$ cat config.mk
export PLATFORM = sky130hd
export DESIGN_NAME = accel_core_booth_mul
export DESIGN_NICKNAME = d
export VERILOG_FILES = /design/src/rtl/accel_core_pkg.sv /design/src/rtl/accel_core_booth_step.sv /design/src/rtl/accel_core_booth_mul.sv
export SDC_FILE = /design/constraint.sdc
export NUM_CORES = 1
export LEC_CHECK = 0
export BUFFER_PORTS_ARGS = -buffer_cell sky130_fd_sc_hd__buf_2
export CAP_MARGIN = 20
export CORE_ASPECT_RATIO = 1.75
export CORE_MARGIN = 2
export CORE_UTILIZATION = 36
export CTS_CLUSTER_DIAMETER = 120
export DETAILED_ROUTE_END_ITERATION = 6
export HOLD_SLACK_MARGIN = 0.15
export MAX_ROUTING_LAYER = met4
export PLACE_DENSITY = 0.52
export SKIP_LAST_GASP = 1
export SLEW_MARGIN = 40
export SYNTH_ARGS = -nofsm -noshare
export SYNTH_HDL_FRONTEND = slang
export SYNTH_HIERARCHICAL = 1
export SYNTH_SLANG_ARGS = --single-unit
$ cat constraint.sdc
create_clock -name Clk -period 2.5 [get_ports Clk]
set_input_delay 0.375 -clock Clk [delete_from_list [all_inputs] [get_ports Clk]]
set_output_delay 0.375 -clock Clk [all_outputs]
set_load 0.05 [all_outputs]
$ cat src/rtl/accel_core_pkg.sv
// Shared accel_core types: operand width and the Booth pipeline stage payload.
package accel_core_pkg;

  localparam int unsigned WIDTH       = 8;
  localparam int unsigned MUL_LATENCY = WIDTH;
  localparam int unsigned AQQ_W       = 2 * WIDTH + 1;

  // aqq_0 = {A, Q, q_-1}; mu = multiplicand carried alongside
  typedef struct packed {
    logic [AQQ_W-1:0] aqq_0;
    logic [WIDTH-1:0] mu;
  } stage_mul_inp_t;

endpackage

$ cat src/rtl/accel_core_booth_step.sv
// One combinational radix-2 Booth step: conditional add/sub of M into A, then arithmetic shift right.
module accel_core_booth_step
  import accel_core_pkg::*;
(
  input  stage_mul_inp_t stage_i,
  output stage_mul_inp_t stage_o
);

  logic [WIDTH-1:0] a;
  logic [WIDTH-1:0] q;
  logic             q_1;
  logic [WIDTH:0]   a_ext;
  logic [WIDTH:0]   m_ext;
  logic [WIDTH:0]   a_sum;

  always_comb begin
    a     = stage_i.aqq_0[2*WIDTH:WIDTH+1];
    q     = stage_i.aqq_0[WIDTH:1];
    q_1   = stage_i.aqq_0[0];
    a_ext = {a[WIDTH-1], a};
    m_ext = {stage_i.mu[WIDTH-1], stage_i.mu};
    a_sum = a_ext;
    case ({q[0], q_1})
      2'b01:   a_sum = a_ext + m_ext;
      2'b10:   a_sum = a_ext - m_ext;
      default: a_sum = a_ext;
    endcase
    // The W+1-bit sum keeps M = -2^(W-1) exact; dropping its duplicated sign after the shift is lossless.
    stage_o.aqq_0 = {a_sum, q};
    stage_o.mu    = stage_i.mu;
  end

endmodule

$ cat src/rtl/accel_core_booth_mul.sv
// Fixed-depth signed Booth multiplier pipeline with one global advance for valid/ready flow control.
module accel_core_booth_mul
  import accel_core_pkg::*;
(
  input  logic                 Clk,
  input  logic                 Rst_N,
  input  logic                 InValid,
  output logic                 InReady,
  input  logic [WIDTH-1:0]     Multiplicand,
  input  logic [WIDTH-1:0]     Multiplier,
  output logic                 OutValid,
  input  logic                 OutReady,
  output logic [2*WIDTH-1:0]   Product
);

  localparam int unsigned LAST = MUL_LATENCY - 1;

  stage_mul_inp_t             s_q [MUL_LATENCY];
  stage_mul_inp_t             s_d [MUL_LATENCY];
  logic [MUL_LATENCY-1:0]     v_q;
  stage_mul_inp_t             entry;
  logic                       adv;

  // Whole pipe moves together; a bubble in the last stage never blocks.
  assign adv     = !v_q[LAST] | OutReady;
  assign InReady = adv;

  always_comb begin
    entry.aqq_0 = {{WIDTH{1'b0}}, Multiplier, 1'b0};
    entry.mu    = Multiplicand;
  end

  for (genvar k = 0; k < MUL_LATENCY; k++) begin : g_step
    if (k == 0) begin : g_first
      accel_core_booth_step u_step (
        .stage_i (entry),
        .stage_o (s_d[k])
      );
    end else begin : g_mid
      accel_core_booth_step u_step (
        .stage_i (s_q[k-1]),
        .stage_o (s_d[k])
      );
    end
  end

  // Stage data loads even for bubbles; only v_q marks meaning.
  always_ff @(posedge Clk or negedge Rst_N) begin
    if (!Rst_N) begin
      for (int k = 0; k < MUL_LATENCY; k++) begin
        s_q[k] <= '0;
      end
      v_q <= '0;
    end else if (adv) begin
      for (int k = 0; k < MUL_LATENCY; k++) begin
        s_q[k] <= s_d[k];
      end
      v_q <= {v_q[LAST-1:0], InValid};
    end
  end

  assign OutValid = v_q[LAST];
  assign Product  = s_q[LAST].aqq_0[2*WIDTH:1];

endmodule

==> results.md <==
- Status: finished with violations
- Failing checks: negative setup slack
- Final net count: 1643
- Synth Cell Area: 15210 µm²
- Reg area: 4982 µm²
- Avg Cell Area, Syn: 10.95 µm²
- CP Class: flop to flop
- Height of the die: 275.9 µm
- Grt ovf: 0
- # DRC: 0
- DRT Pass-1 Iters: 4
- Layout cells sized above 1: 48.00%
- Final Setup Violations: 3
- Most common cell after layout, fill and taps aside: buf_4
- Area occupied by multi-input gates: 9677 µm²
- DR vias/cell: 4.967
- Final-layout fill cell count: 3901
- Total detailed-routing wirelength: 34410 µm
- # diodes: 0
- Die X: 159.4 µm
- Vias in the first global route: 11070
- Largest net degree at the start of global routing: 78
- # rows: 99
- Slowest CP cell: dfrtp_1
- Clock Path Buffers: 2
- Die ar.: 43960 µm²
- CTS H-tree lvls: 4
- Critical path required time: 2.84 ns
- RSZ-0062 raised after global routing: true
- Vias: 10450
- Commonest cells after routing, fill and taps aside: buf_4, mux2_4, dfrtp_1
- Total CTS buffers: 17
- Post-layout min period: 2.536 ns
- Starting density of the core: 36.43%
- Global-route wire length before repair: 55290 µm
- Yosys warns: 6
- Final Hold Violating Endpoints: 0
- Setup Skew: 0.01267 ns
- Crit-path cells: inv_1, ha_4, nor2_4, xnor2_2, ha_1, a211oi_4, nor2_2, o41ai_2, buf_4, a21oi_1, nand3b_1, mux2_4
- Setup slack, reg-to-reg: -0.04 ns
- RD Place Congestion: 0.8427
- CTS clock-pin slew for the worst setup and hold paths: 0.08 ns
- Critical Path Fanout Max: 2
- Fin util: 44.09%
- Worst Setup Start Kind: flop
- Final Max Tran Viols: 0
- Family with the most delay on the worst path: compound AO/OA/AOI/OAI gates
- Highest Clock Rate: 394.3 MHz
- Measured slew at the worst slew-check pin: 0.6038 ns
- Gate Count Post-Synth: 1389
- Clk_lat worst skew: 0.45 ns
- Final setup margin: -0.03632 ns
- # IOs: 38
- Buf/Inv on CP: 2
- Initial DRC count: 415
- Clk sinks: 199
- Max cap viols: 0
- TritonCTS clock tree: built
- Port bufs: 37
- Routed wire length per instance: 16.36 µm
- Hold/Removal Path Class: input pin to flop
- CP arrival: 2.87 ns
- Period utilization: 101.5%
- Initial antenna violation count: 0
- Core footprint: 41740 µm²
- Kind of end point of the critical path: flop
- Layout area overhead: 21.03%
- Relative slew slack: 59.75%
- Root buf cell: clkbuf_16
- Slowest cell delay on critical path: 0.38 ns
- Antenna Nets Post-Route: 0
- Hpwl dp: 26130 µm
- Total track usage: 16.26%
## state kept, by name, indices dropped and copies added, names as in the netlist
name and cells:
s_q 175, Product 16, v_q 8
## stage by stage
stage                TNS, ns  worst slack [ns]  cells  instance area, µm²  hold slack [ns]
floorplan                  0           0.02983   1412               15360          0.07941
finish              -0.05444          -0.03632   2103               18400           0.1799
global route          -1.445           -0.1251   2103               18400           0.1564
global placement      -3.286           -0.3198   2032               16340           0.2236
CTS                  -0.4671           -0.1783   2093               17510           0.1539
detailed placement    -3.883           -0.3325   2032               16340           0.2235
## layer usage
| layer | vias up | GRT usage [%] | part of all wire (%) |
|---|---|---|---|
| li1 | 5109 | - | - |
| met1 | 5082 | 14.39 | 35 |
| met2 | 152 | 32.83 | 58 |
| met3 | 103 | 2.284 | 1.7 |
| met4 | 0 | 8.660 | 5.6 |
| met5 | - | - | 0 |
## layout make-up
| type | count | area share, % |
|---|---|---|
| Clock buffer | 17 | 2.312 |
| Clock inverter | 15 | 0.9790 |
| Inverter | 56 | 1.142 |
| Multi-Input combinational cell | 976 | 52.58 |
| Sequential cell | 199 | 27.07 |
| Tap cell | 555 | 3.773 |
| Timing Repair Buffer | 285 | 12.14 |
## final timing paths
path / startpoint / end / depth (start not counted)
min in group asynchronous: Rst_N / s_q[98] / 2
setup reg to reg: s_q[125] / s_q[124] / 12
hold / removal: Multiplier[3] / s_q[186] / 2
max in group asynchronous: Rst_N / s_q[177] / 3
hold reg to reg: v_q[6] / v_q[7] / 1
setup / recovery: s_q[125] / s_q[124] / 12
## repair_timing
| item | in CTS | in global routing |
|---|---|---|
| endpoints found under the hold margin | 163 | 0 |
| endpoints found under the setup margin | 26 | 30 |
| resized for setup | 86 | 178 |
| pin swaps | 40 | 92 |
| hold buffers | 7 | 0 |
| buffers inserted | 22 | 10 |
## worst register-to-register path, delay by kind of cell (launching register included)
kind / cells / cell delay, ns
AND/OR/NAND/NOR: 3 / 0.27
AO/OA/AOI/OAI: 3 / 0.61
buffers and inverters: 2 / 0.29
XOR/XNOR: 1 / 0.12
adder cells (fa/ha/maj): 2 / 0.50
multiplexers: 1 / 0.26
flip-flops: 1 / 0.38
Power is not shown: default switching activity piles up to over one toggle a cycle in this logic, so the estimate is an artifact.
